[config.mk]
export PLATFORM = sky130hd
export DESIGN_NAME = calc_display_scan
export DESIGN_NICKNAME = d
export VERILOG_FILES = /design/src/rtl/calc_display_scan.sv
export SDC_FILE = /design/constraint.sdc
export NUM_CORES = 1
export LEC_CHECK = 0
export ABC_AREA = 1
export CORE_ASPECT_RATIO = 0.6
export CORE_MARGIN = 1.5
export CORE_UTILIZATION = 55
export DETAILED_ROUTE_END_ITERATION = 10
export PLACE_DENSITY_LB_ADDON = 0.05
export SYNTH_ARGS = -nofsm -noshare
export SYNTH_HDL_FRONTEND = slang
export SYNTH_SLANG_ARGS = --single-unit
[constraint.sdc]
create_clock -name clk_i -period 3.5 [get_ports clk_i]
set_input_delay 0.525 -clock clk_i [delete_from_list [all_inputs] [get_ports clk_i]]
set_output_delay 0.525 -clock clk_i [all_outputs]
set_load 0.1 [all_outputs]
[src/rtl/calc_display_scan.sv]
// Time-multiplexed 7-segment scanner for the calculator result.
// Holds a tear-free shown value and renders one digit per slot with PWM dimming.
package calc_pkg;
  localparam int NumDigits = 8;

  function automatic logic [6:0] bcd2segments(input logic [3:0] bcd);
    case (bcd)
      4'd0:    bcd2segments = 7'b1111110;
      4'd1:    bcd2segments = 7'b0110000;
      4'd2:    bcd2segments = 7'b1101101;
      4'd3:    bcd2segments = 7'b1111001;
      4'd4:    bcd2segments = 7'b0110011;
      4'd5:    bcd2segments = 7'b1011011;
      4'd6:    bcd2segments = 7'b1011111;
      4'd7:    bcd2segments = 7'b1110000;
      4'd8:    bcd2segments = 7'b1111111;
      default: bcd2segments = 7'b1111011;
    endcase
  endfunction
endpackage

module calc_display_scan #(
  parameter int NumDigits = calc_pkg::NumDigits,
  parameter int ClkDiv    = 1000,
  parameter int DimBits   = 4,
  localparam int ExpW     = $clog2(NumDigits),
  localparam int NumW     = 2 + ExpW + 4*NumDigits
) (
  input  logic                 clk_i,
  input  logic                 rst_ni,
  input  logic [NumW-1:0]      num_i,
  input  logic                 load_i,
  input  logic [DimBits-1:0]   brightness_i,
  output logic [NumDigits-1:0] anodes_o,
  output logic [6:0]           segments_o,
  output logic                 dp_o,
  output logic                 frame_o
);
  localparam int SlotW = $clog2(ClkDiv);
  localparam logic [6:0] SegE     = 7'b1001111;
  localparam logic [6:0] SegMinus = 7'b0000001;

  logic [SlotW-1:0] slot_cnt;
  logic [ExpW-1:0]  digit_idx;
  logic [NumW-1:0]  pending, shown;
  logic             pend_vld;
  logic             slot_wrap, boundary;

  assign slot_wrap = (slot_cnt == SlotW'(ClkDiv-1));
  assign boundary  = slot_wrap && (digit_idx == ExpW'(NumDigits-1));

  always_ff @(posedge clk_i or negedge rst_ni) begin
    if (!rst_ni) begin
      slot_cnt  <= '0;
      digit_idx <= '0;
    end else begin
      slot_cnt <= slot_wrap ? '0 : slot_cnt + 1'b1;
      if (slot_wrap) digit_idx <= boundary ? '0 : digit_idx + 1'b1;
    end
  end

  // A load in the boundary cycle bypasses pending so it lands in this frame.
  always_ff @(posedge clk_i or negedge rst_ni) begin
    if (!rst_ni) begin
      pending  <= '0;
      pend_vld <= 1'b0;
      shown    <= '0;
    end else if (boundary) begin
      if (load_i)        shown <= num_i;
      else if (pend_vld) shown <= pending;
      pend_vld <= 1'b0;
    end else if (load_i) begin
      pending  <= num_i;
      pend_vld <= 1'b1;
    end
  end

  logic [4*NumDigits-1:0] sig;
  logic [ExpW-1:0]        expo, msd, top;
  logic                   sign, err, neg, bad, lit;
  logic [3:0]             cur_bcd;
  logic [6:0]             seg_d;
  logic                   dp_d;
  logic [NumDigits-1:0]   an_d;

  assign sig  = shown[4*NumDigits-1:0];
  assign expo = shown[4*NumDigits +: ExpW];
  assign err  = shown[NumW-2];
  assign sign = shown[NumW-1];

  always_comb begin
    msd = '0;
    for (int k = 0; k < NumDigits; k++)
      if (sig[4*k +: 4] != 4'd0) msd = ExpW'(k);
  end

  assign top     = (msd > expo) ? msd : expo;
  // Negative zero renders as plain zero, so the minus needs a nonzero significand.
  assign neg     = sign && (|sig);
  assign bad     = err || (neg && top == ExpW'(NumDigits-1));
  assign cur_bcd = sig[4*digit_idx +: 4];
  assign lit     = (&brightness_i) ||
                   (32'(slot_cnt) < ((ClkDiv * 32'(brightness_i)) >> DimBits));

  always_comb begin
    seg_d = 7'b0000000;
    if (bad) begin
      if (digit_idx == '0) seg_d = SegE;
    end else if (digit_idx <= top) begin
      seg_d = calc_pkg::bcd2segments(cur_bcd);
    end else if (neg && ({1'b0, digit_idx} == {1'b0, top} + 1'b1)) begin
      seg_d = SegMinus;
    end
  end

  assign dp_d = !bad && (digit_idx == expo) && (expo != '0);
  assign an_d = lit ? (NumDigits'(1) << digit_idx) : '0;

  always_ff @(posedge clk_i or negedge rst_ni) begin
    if (!rst_ni) begin
      anodes_o   <= '0;
      segments_o <= '0;
      dp_o       <= 1'b0;
      frame_o    <= 1'b0;
    end else begin
      anodes_o   <= an_d;
      segments_o <= seg_d;
      dp_o       <= dp_d;
      frame_o    <= (slot_cnt == '0) && (digit_idx == '0);
    end
  end
endmodule

# Word-level counts from Yosys, hierarchy flattened
# Memories as Yosys holds them, arrays and structs flattened.
# Cells that the tools add are included.
[totals]
out_inout_bits = 17
reg_bits = 105
in_bits = 44
mem_count = 1
romBits = 112
wordCells = 70
[mem_list]
columns = ["name", "words", "width", "read_ports", "rd_ports_with_merged_regs", "write_ports", "line", "source"]
rows = [
  ["(no name shown)", 16, 7, 1, 0, 0, "7", "case (bcd)"],
]
[classes]
n_mul = 1
n_reduce_logical = 26
n_eq_ne = 5
bitwise_logic = 1
shift = 2
mux = 19
addsub = 3
order_cmp = 3
[op_table]
columns = ["operator", "n"]
rows = [
  ["37-bit two-way mux", 2],
  ["32-bit OR reduction", 1],
  ["32-bit by 6-bit indexed part select with 4-bit output", 1],
  ["4-bit nonzero test", 7],
  ["3-bit two-way mux", 8],
  ["7-bit two-way mux", 3],
  ["7-bit by 4-bit multiplier with 11-bit output (first input constant)", 1],
  ["10-bit by 1-bit adder with 10-bit output (second input constant)", 1],
  ["10-bit == test (second input constant)", 1],
  ["10-bit logical NOT", 1],
  ["10-bit < comparator", 1],
  ["10-bit two-way mux", 1],
  ["8-bit two-way mux", 1],
  ["1-bit by 3-bit << shifter with 8-bit output (first input constant)", 1],
  ["1-bit logical AND", 7],
  ["3-bit == test (second input constant)", 2],
  ["3-bit by 1-bit adder with 4-bit output (second input constant)", 1],
  ["3-bit by 4-bit == test with 1-bit output", 1],
  ["1-bit two-way mux", 4],
  ["2-bit AND reduction", 2],
  ["4-bit AND reduction", 1],
  ["2-bit nonzero test", 2],
  ["3-bit by 1-bit adder with 3-bit output (second input constant)", 1],
  ["3-bit == test", 1],
  ["7 further kinds", 8],
]

# Logic depth before layout (Yosys ltp)
# Gate-level depths: netlist (run 1).
[logic_depth]
word_depth = 16
mapped_depth = 26
depth_no_buf = 26

# Worst setup path after synthesis (run 1)
# No wires, ideal clock.
[synth_path]
path_kind = "input to register"
from = "input port brightness_i[1]"
to = "register anodes_o[0]"
setup_slack_ns = -0.172
arrival_ns = 3.549
stages = 18
cell_sequence = "fa_1 -> inv_1 -> fa_1 -> inv_1 -> ha_1 -> nand2_1 -> o21ai_0 -> a21oi_1 -> o21ai_0 -> xor2_1 -> ha_1 -> nand2_1 -> nor2_1 -> o211ai_1 -> o2111ai_1 -> nand2_1 -> inv_1 -> nor2_1"
[synth_via]
elab_chain_cells = 4
[synth_rtl]
columns = ["element", "line", "source"]
rows = [
  ["start, declared", "33", "input logic [DimBits-1:0] brightness_i,"],
  ["7-bit by 4-bit multiplier with 11-bit output", "103", "(32'(slot_cnt) < ((ClkDiv * 32'(brightness_i)) >> DimBits));"],
  ["10-bit < comparator", "103", ""],
  ["1-bit logical OR (*)", "102", "assign lit = (&brightness_i) ||"],
  ["8-bit two-way mux (*)", "117", "assign an_d = lit ? (NumDigits'(1) << digit_idx) : '0;"],
  ["named net an_d[0]", "84", "logic [NumDigits-1:0] an_d;"],
  ["end signal, assigned", "126", "anodes_o <= an_d;"],
  ["end, declared", "34", "output logic [NumDigits-1:0] anodes_o,"],
]
# Mark *: on every way through the listed nets, which the timed path passes. The rest lies on a longest branch.
# A chain may end at the register's enable or synchronous reset.

# Worst setup path after layout (run 1)
# Same ends and word-level chain as after synthesis.

==> results_dict.tcl, run 1 <==
set metrics [dict create \
    status "complete, but fails checks" \
    violations "setup timing" \
    cp_top_family "adder cells" \
    htree_levels 3 \
    required_ns 3.74 \
    fin_area_mm2 0.00761 \
    cts_tree "built" \
    syn_nets 948 \
    syn_to_final_growth_pct 20.3 \
    cts.sinks 105 \
    syn_inst 852 \
    cp_num_buf_inv 5 \
    yosys.area.top_type_share 0.415 \
    dr.pass1.iters 5 \
    relSlewSlack 0.337 \
    grt_pass1_wl_um 25200 \
    rsz0062_at_grt "yes" \
    die_x_um 141 \
    setup-violations-final 8 \
    r2r_cells 21 \
    synthArstFlopShare 1.00 \
    final_antenna_net_count 0 \
    grt_pass1_vias 5264 \
    min_path_type "in2async" \
    period_needed_ns 3.56 \
    vias_per_cell 5.30 \
    endpoint_kind "flip-flop" \
    vias 5674 \
    critPathMaxFanout 8 \
    synth_area_mm2 0.00633 \
    clk_latency_ns 0.35 \
    clkSlewWorstSetupHoldPaths_ns 0.07 \
    maxCapViolations 0 \
    nFillCells 917 \
    worst_pin_slew_ns 0.992 \
    synth_top_cell_by_area "dfrtp_1" \
    ys_types 37 \
    hold_viol 0 \
    p_leak_uw 0.00394 \
    grt_usage 0.263 \
    drc 0 \
    synth_warnings 0 \
    worst-setup-path-type "in2reg" \
    start_util 0.562 \
    syn_avg_cell_area_um2 7.43 \
    worst_clock_skew_ns 0.0113 \
    gp_congestion 0.836 \
    fp.dieArea_mm2 0.0122 \
    max_freq_ghz 0.281 \
    crit_chain "buf_6 > fa_1 > inv_2 > fa_1 > inv_2 > ha_4 > nand3_1 > nand2_2 > buf_6 > nand4_1 > nand3b_1 > nand2_2 > ha_4 > nand2_4 > nor2_4 > o211ai_1 > o2111ai_1 > nand2_1 > inv_4 > nor2_2" \
    drive_gt1_frac 0.0961 \
    final.setup.worst_slack_ns -0.0568 \
    multiInputGateArea_mm2 0.00330 \
    cts-root-buf "clkbuf_16" \
    crit_cells 20 \
    dp_slack_ns -0.808 \
    clock_path_buffers 2 \
    antenna_found_initial 0 \
    powerDensity_mw_per_mm2 417 \
    routedWlPerCell_um 14.4 \
    rows 30 \
    nets 1018 \
    drtIter0Drc 417 \
    regArea_mm2 0.00263 \
    port_buffers 60 \
    dp_hpwl_um 10900 \
    worstSetupStartpointType "input pin" \
    grt_max_degree 75 \
    cts_buffers 9 \
    overflow 0 \
    holdBufCountCts 0 \
    fp.dieH_um 86.1 \
    synth_area_leaders "dfrtp_1, nand2_1, ha_1, inv_1, nand3_1" \
    peakVddDrop_v 0.000221 \
    drv_slew 0 \
    synth_flop_cell "dfrtp_1" \
    cpPeakStageDelay_ns 0.58 \
    synth_seq_cells 105 \
    critical-path-slowest-cell "fa_1" \
    antennaDiodeCount 0 \
    num_io_pins 61 \
    postPlaceCellArea_mm2 0.00716 \
    ys_seq_area_frac 0.415 \
    synth_edf_count 0 \
    arrival_ns 3.79 \
    core_mm2 0.0113 \
    wl_um 15400 \
    finalCritPeriodShare 1.02 \
]
## final timing paths
path,from,slack (ns),endpoint
max,brightness_i[1],-0.06,anodes_o[0]$_DFF_PN0_
min,rst_ni,0.15,frame_o$_DFF_PN0_
max reg2reg,shown[21]$_DFFE_PN0P_,0.25,segments_o[0]$_DFF_PN0_
min reg2reg,pending[21]$_DFFE_PN0P_,0.47,pending[21]$_DFFE_PN0P_
max in group asynchronous,rst_ni,2.60,pending[27]$_DFFE_PN0P_
min in group clk_i,pending[21]$_DFFE_PN0P_,0.47,pending[21]$_DFFE_PN0P_
## flip-flops by register name, summed over array words and instances (netlist names)
register / flops
anodes_o: 8
digit_idx: 3
dp_o: 1
frame_o: 1
pend_vld: 1
pending: 37
segments_o: 7
shown: 37
slot_cnt: 10
## cells in the mapped netlist, types with 6 or more instances
library cell	count
nand2_1	333
dfrtp_1	105
inv_1	95
nand3_1	59
ha_1	45
nor2_1	45
o21ai_0	33
o21ai_1	33
a21oi_1	24
buf_2	12
xor2_1	9
clkbuf_1	8
fa_1	7
buf_1	6
## cells in the final DEF, fill, tap and decap left out, types with 2 or more instances in the layout
master	instances
nor2_2	9
nand3_1	59
ha_4	3
clkinvlp_4	2
inv_1	92
nor2_4	3
nor3_1	5
fa_1	6
nor2_1	33
a21oi_4	2
nand2_2	6
clkdlybuf4s50_1	55
xor2_1	9
inv_2	3
o211ai_1	2
a21oi_1	20
a21oi_2	3
o21ai_0	29
nand3b_1	2
dfrtp_1	105
o21ai_2	2
nand4_1	2
ha_1	42
clkinv_1	2
buf_6	2
buf_2	3
nand2_1	328
clkbuf_16	9
buf_4	31
o21ai_1	35
nor4_1	2
## logic make-up after synthesis
logic type,share of synthesized area
buffers and inverters,0.0866
flip-flops,0.415
AO/OA/AOI/OAI,0.0848
adder cells (fa/ha/maj),0.111
XOR/XNOR,0.0125
AND/OR/NAND/NOR,0.290
## report_power, final
group | internal (uW) | switching [uW]
logic | 334 | 505
registers | 1290 | 31.6
clock network | 554 | 461
## timing repair
item,CTS,global route
pin swaps,18,20
endpoints found under the setup margin,8,15
setup buffers,2,2
resized for setup,24,28
## through the flow
stage	setup TNS [ns]	hold WS, ns	utilization	std cells	total power, uW
after floorplan	0	0.229	-	852	1800
after global placement	-4.83	0.453	0.636	1051	2040
after detailed placement	-6.38	0.459	0.636	1051	2080
after CTS	0	0.168	0.665	1068	3110
after global routing	-0.995	0.190	0.676	1070	3330
final	-0.397	0.151	0.676	1070	3170
## cell type report
cell class / instances / share of cell area
clock buffers: 9 / 0.0296
repair buffers: 92 / 0.110
well taps: 144 / 0.0237
inverters: 98 / 0.0487
multi-input cells: 616 / 0.433
flip-flops and latches: 105 / 0.345
clock inverters: 6 / 0.00888
## metal layers
layer	global-route usage	wire (um)	up-vias
li1	-	-	2808
met1	0.378	7410	2700
met2	0.415	6900	155
met3	0.0525	967	11
met4	0.0600	109	0
met5	0	0	-
(Power assumes the default switching activity.)
==> run 2, diff against run 1 <==
- CTS_BUF_LIST: default -> sky130_fd_sc_hd__clkbuf_4
- clock period: 3.5 -> 3.7 ns (I/O delays scaled with it)
==> results_dict.tcl, run 2 (same netlist as run 1, synthesis figures left out) <==
set metrics [dict create \
    hold_viol 0 \
    r2r_cells 21 \
    cts-root-buf "clkbuf_4" \
    fp.dieArea_mm2 0.0122 \
    worst-setup-path-type "in2reg" \
    endpoint_kind "flip-flop" \
    gp_congestion 0.836 \
    antennaDiodeCount 0 \
    drc 0 \
    num_io_pins 61 \
    clkSlewWorstSetupHoldPaths_ns 0.18 \
    grt_pass1_wl_um 24900 \
    critical-path-slowest-cell "fa_1" \
    final_antenna_net_count 0 \
    nets 1014 \
    period_needed_ns 3.52 \
    min_path_type "in2async" \
    holdBufCountCts 0 \
    dp_hpwl_um 10800 \
    setup-violations-final 0 \
    clock_path_buffers 2 \
    grt_usage 0.260 \
    worst_clock_skew_ns 0.0193 \
    critPathMostFrequentCell "nand2_1" \
    htree_levels 3 \
    final_common_cell "nand2_1" \
    status "finished, final reports clean" \
    dp_slack_ns -0.774 \
    p_leak_uw 0.00384 \
    reg_top3 "pending x37, shown x37, slot_cnt x10" \
    clk_latency_ns 0.50 \
    powerDensity_mw_per_mm2 346 \
    cts.sinks 105 \
    vias_per_cell 5.27 \
    antenna_found_initial 0 \
    peakVddDrop_v 0.000142 \
    cpPeakStageDelay_ns 0.51 \
    relSlewSlack 0.344 \
    fin_tns_setup_ns 0 \
    fp.dieH_um 86.1 \
    final.setup.worst_slack_ns 0.182 \
    dr.pass1.iters 5 \
    most-common-layout-cells "nand2_1, dfrtp_1, inv_1" \
    max_freq_ghz 0.284 \
    vias 5628 \
    worst_pin_slew_ns 0.981 \
    drive_gt1_frac 0.0661 \
    port_buffers 60 \
    drtIter0Drc 454 \
    rsz0062_at_grt "no" \
    worst-r2r-setup-slack_ns 0.38 \
    nFillCells 992 \
    syn_to_final_growth_pct 15.3 \
    finalCritPeriodShare 0.951 \
    wl_um 15200 \
    start_util 0.562 \
    core_mm2 0.0113 \
    r2r_start "shown[23]$_DFFE_PN0P_" \
    crit_chain "dlygate4sd2_1 > fa_1 > buf_4 > buf_4 > fa_1 > ha_1 > inv_1 > nand2_1 > a311oi_2 > nand2_1 > nand2_1 > nand2_1 > ha_1 > nand2_1 > nor2_2 > o211ai_1 > o2111ai_1 > nand2_1 > inv_2 > nor2_1" \
    cts_buffers 9 \
    worstSetupStartpointType "input pin" \
    grt_max_degree 75 \
    drv_slew 0 \
    rr_endpoint "segments_o[0]$_DFF_PN0_" \
    grt_pass1_vias 5174 \
    overflow 0 \
    required_ns 4.11 \
    critPathMaxFanout 8 \
    regArea_mm2 0.00263 \
    rows 30 \
    maxCapViolations 0 \
    die_x_um 141 \
    routedWlPerCell_um 14.2 \
    multiInputGateArea_mm2 0.00320 \
    cts_tree "built" \
    arrival_ns 3.93 \
    power_uw 2520 \
]
## run 2: worst max path at each step
stage	start	to	slack, ns	cells after the start
floorplan	brightness_i[1]	anodes_o[0]$_DFF_PN0_	0.05	18
global placement	brightness_i[1]	anodes_o[0]$_DFF_PN0_	-0.56	19
detailed placement	brightness_i[1]	anodes_o[5]$_DFF_PN0_	-0.77	19
CTS	brightness_i[1]	anodes_o[0]$_DFF_PN0_	0.005	19
global route	brightness_i[3]	anodes_o[5]$_DFF_PN0_	0.001	19
finish	brightness_i[3]	anodes_o[5]$_DFF_PN0_	0.18	20
## run 2: where the power goes
group          internal [uW]  switching (uW)
clock                    144             417
combinational            276             439
sequential              1220            30.3
total                   1640             886
## run 2: timing repair
item | in CTS | in global routing
setup buffers | 1 | 1
pin swaps | 5 | 5
endpoints found under the setup margin | 8 | 9
resized for setup | 6 | 9
## run 2: layout make-up
type                    count  area share
clock buffers               9     0.00926
clock inverters             7     0.00771
inverters                  98      0.0504
multi-input cells         616       0.438
flip-flops and latches    105       0.360
well taps                 144      0.0247
repair buffers             88       0.110
## run 2: routing by layer
metal | up-vias | GRT usage | share of wire
met2 | 171 | 0.391 | 0.43
met5 | - | 0 | 0
li1 | 2810 | - | -
met1 | 2630 | 0.390 | 0.49
met4 | 0 | 0.0628 | 0.0095
met3 | 17 | 0.0475 | 0.063
## run 2: metrics by stage
step	cell area, um2	cells	hold slack [ns]	utilization
6_report	7300	1067	0.0955	0.648
3_5_place_dp	7120	1049	0.459	0.633
5_1_grt	7300	1067	0.143	0.648
4_1_cts	7270	1066	0.130	0.645
3_3_place_gp	7120	1049	0.454	0.633
2_1_floorplan	6330	852	0.259	-
## run 2: critical path: cells and delay by family
family	cells	cell delay (ns)
AO/OA/AOI/OAI	3	0.52
AND/OR/NAND/NOR	8	0.71
buffers and inverters	5	0.76
adder cells (fa/ha/maj)	4	1.39
==> run 3, diff against run 2 <==
- CORE_UTILIZATION: 55 -> 54
- clock period: 3.7 -> 3.2 ns (I/O delays scaled with it)
==> results_dict.tcl, run 3 (same netlist as run 1, synthesis figures left out) <==
set metrics [dict create \
    hold_viol 1 \
    holdWs_ns -0.000778 \
    drc 0 \
    routedWlPerCell_um 13.9 \
    cts_buffers 9 \
    max_freq_ghz 0.301 \
    critPathMaxFanout 8 \
    vias 5655 \
    clkSlewWorstSetupHoldPaths_ns 0.16 \
    crit_chain "buf_8 > fa_1 > inv_2 > fa_1 > inv_2 > ha_4 > a21oi_2 > nand2_2 > a21oi_2 > o21ai_1 > xor2_1 > ha_1 > nand2_2 > nor2_4 > o211ai_1 > o2111ai_1 > nand2_2 > clkinv_4 > nor2_2" \
    worst_pin_slew_ns 0.969 \
    dp_hpwl_um 11200 \
    required_ns 3.60 \
    r2r_cells 22 \
    final.setup.worst_slack_ns -0.124 \
    period_needed_ns 3.32 \
    rows 30 \
    critical-path-slowest-cell "fa_1" \
    cts-root-buf "clkbuf_4" \
    final_util 0.674 \
    grt_pass1_wl_um 25700 \
    cts.sinks 105 \
    drtIter0Drc 486 \
    grt_max_degree 59 \
    core_mm2 0.0114 \
    finalCritPeriodShare 1.04 \
    arrival_ns 3.73 \
    p_leak_uw 0.00396 \
    status "complete, but fails checks" \
    gp_congestion 0.871 \
    htree_levels 3 \
    worstSetupStartpointType "input pin" \
    min_path_type "in2async" \
    nFillCells 937 \
    antenna_found_initial 0 \
    setup-violations-final 8 \
    critPathMostFrequentCell "nand2_2" \
    peakVddDrop_v 0.000179 \
    endpoint_kind "flip-flop" \
    overflow 0 \
    num_io_pins 61 \
    die_x_um 143 \
    multiInputGateArea_mm2 0.00339 \
    power_uw 3070 \
    power.internal_uw 2040 \
    grt_usage 0.265 \
    power_frac_clock 0.220 \
    syn_to_final_growth_pct 21.1 \
    relSlewSlack 0.352 \
    drive_gt1_frac 0.138 \
    fp.dieArea_mm2 0.0124 \
    switching_share 0.336 \
    violations "hold timing, setup timing" \
    reg_top3 "pending x37, shown x37, slot_cnt x10" \
    cpPeakStageDelay_ns 0.57 \
    fp.dieH_um 86.8 \
    cts_tree "built" \
    antennaDiodeCount 0 \
    rsz0062_at_grt "yes" \
    seqPwrFrac 0.470 \
    drv_slew 0 \
    power.switching_uw 1030 \
    start_util 0.556 \
    clock_path_buffers 2 \
    port_buffers 60 \
    maxCapViolations 0 \
    powerDensity_mw_per_mm2 400 \
    dr.pass1.iters 5 \
    vias_per_cell 5.15 \
    worst_clock_skew_ns 0.0218 \
    worst-setup-path-type "in2reg" \
    grt_pass1_vias 5294 \
    most-common-layout-cells "nand2_1, dfrtp_1, inv_1" \
    nets 1031 \
    final_common_cell "nand2_1" \
    final_antenna_net_count 0 \
    wl_um 15200 \
    regArea_mm2 0.00263 \
    clk_latency_ns 0.47 \
    pwr-share-comb 0.310 \
]
==> run 3: worst max-delay path, delay by kind of cell <==
family | cells | cell delay (ns)
xor gates and xnor gates | 1 | 0.16
buffers and inverters | 4 | 0.31
adders and majority gates | 4 | 1.63
and+or+nand+nor | 5 | 0.51
AOI/OAI and AO/OA | 5 | 0.62
==> run 3: metal layers <==
| layer | wire, um | vias up | part of all wire | GRT usage |
|---|---|---|---|---|
| met4 | 101 | 0 | 0.0066 | 0.0459 |
| met2 | 6440 | 168 | 0.42 | 0.389 |
| li1 | - | 2838 | - | - |
| met5 | 0 | - | 0 | 0 |
| met3 | 965 | 9 | 0.063 | 0.0492 |
| met1 | 7720 | 2640 | 0.51 | 0.411 |
==> run 3: stage by stage <==
stage          cells  instance area, um2  setup TNS [ns]  setup WS (ns)
2_1_floorplan    852                6340           -1.60         -0.200
3_3_place_gp    1078                7270           -6.58         -0.823
3_5_place_dp    1078                7270           -7.86         -0.988
4_1_cts         1097                7480          -0.470        -0.0658
5_1_grt         1099                7660           -1.78         -0.228
6_report        1099                7660          -0.846         -0.124
==> run 3: what timing repair did <==
action	in CTS	in global routing
hold buffers	0	0
setup endpoints to repair	9	16
resized for setup	32	45
setup buffers	4	2
pin swaps	28	33
==> run 3: layout make-up <==
| type | count | share of cell area |
|---|---|---|
| well taps | 160 | 0.0261 |
| clock inverters | 5 | 0.00718 |
| repair buffers | 105 | 0.124 |
| clock buffers | 10 | 0.00980 |
| multi-input cells | 616 | 0.442 |
| flip-flops and latches | 105 | 0.343 |
| inverters | 98 | 0.0487 |
==> run 3: path summary, 6_finish.rpt <==
kind                                        start                      end  slack [ns]
hold / removal                             rst_ni  pending[13]$_DFFE_PN0P_     -0.0008
hold reg to reg            pending[0]$_DFFE_PN0P_   pending[0]$_DFFE_PN0P_        0.49
setup / recovery                  brightness_i[3]    anodes_o[5]$_DFF_PN0_       -0.12
setup reg to reg            shown[27]$_DFFE_PN0P_  segments_o[0]$_DFF_PN0_        0.13
max in group asynchronous                  rst_ni   pending[2]$_DFFE_PN0P_        2.46
min in group clk_i                         load_i  pending[10]$_DFFE_PN0P_        0.47
==> run 3: power groups by stage <==
stage | sequential (uW) | clock, uW | combinational, uW
final | 1440 | 675 | 951
after CTS | 1440 | 690 | 890
after floorplan | 1570 | 0 | 406
after global routing | 1450 | 742 | 1050
after global placement | 1460 | 0 | 794
after detailed placement | 1470 | 0 | 833
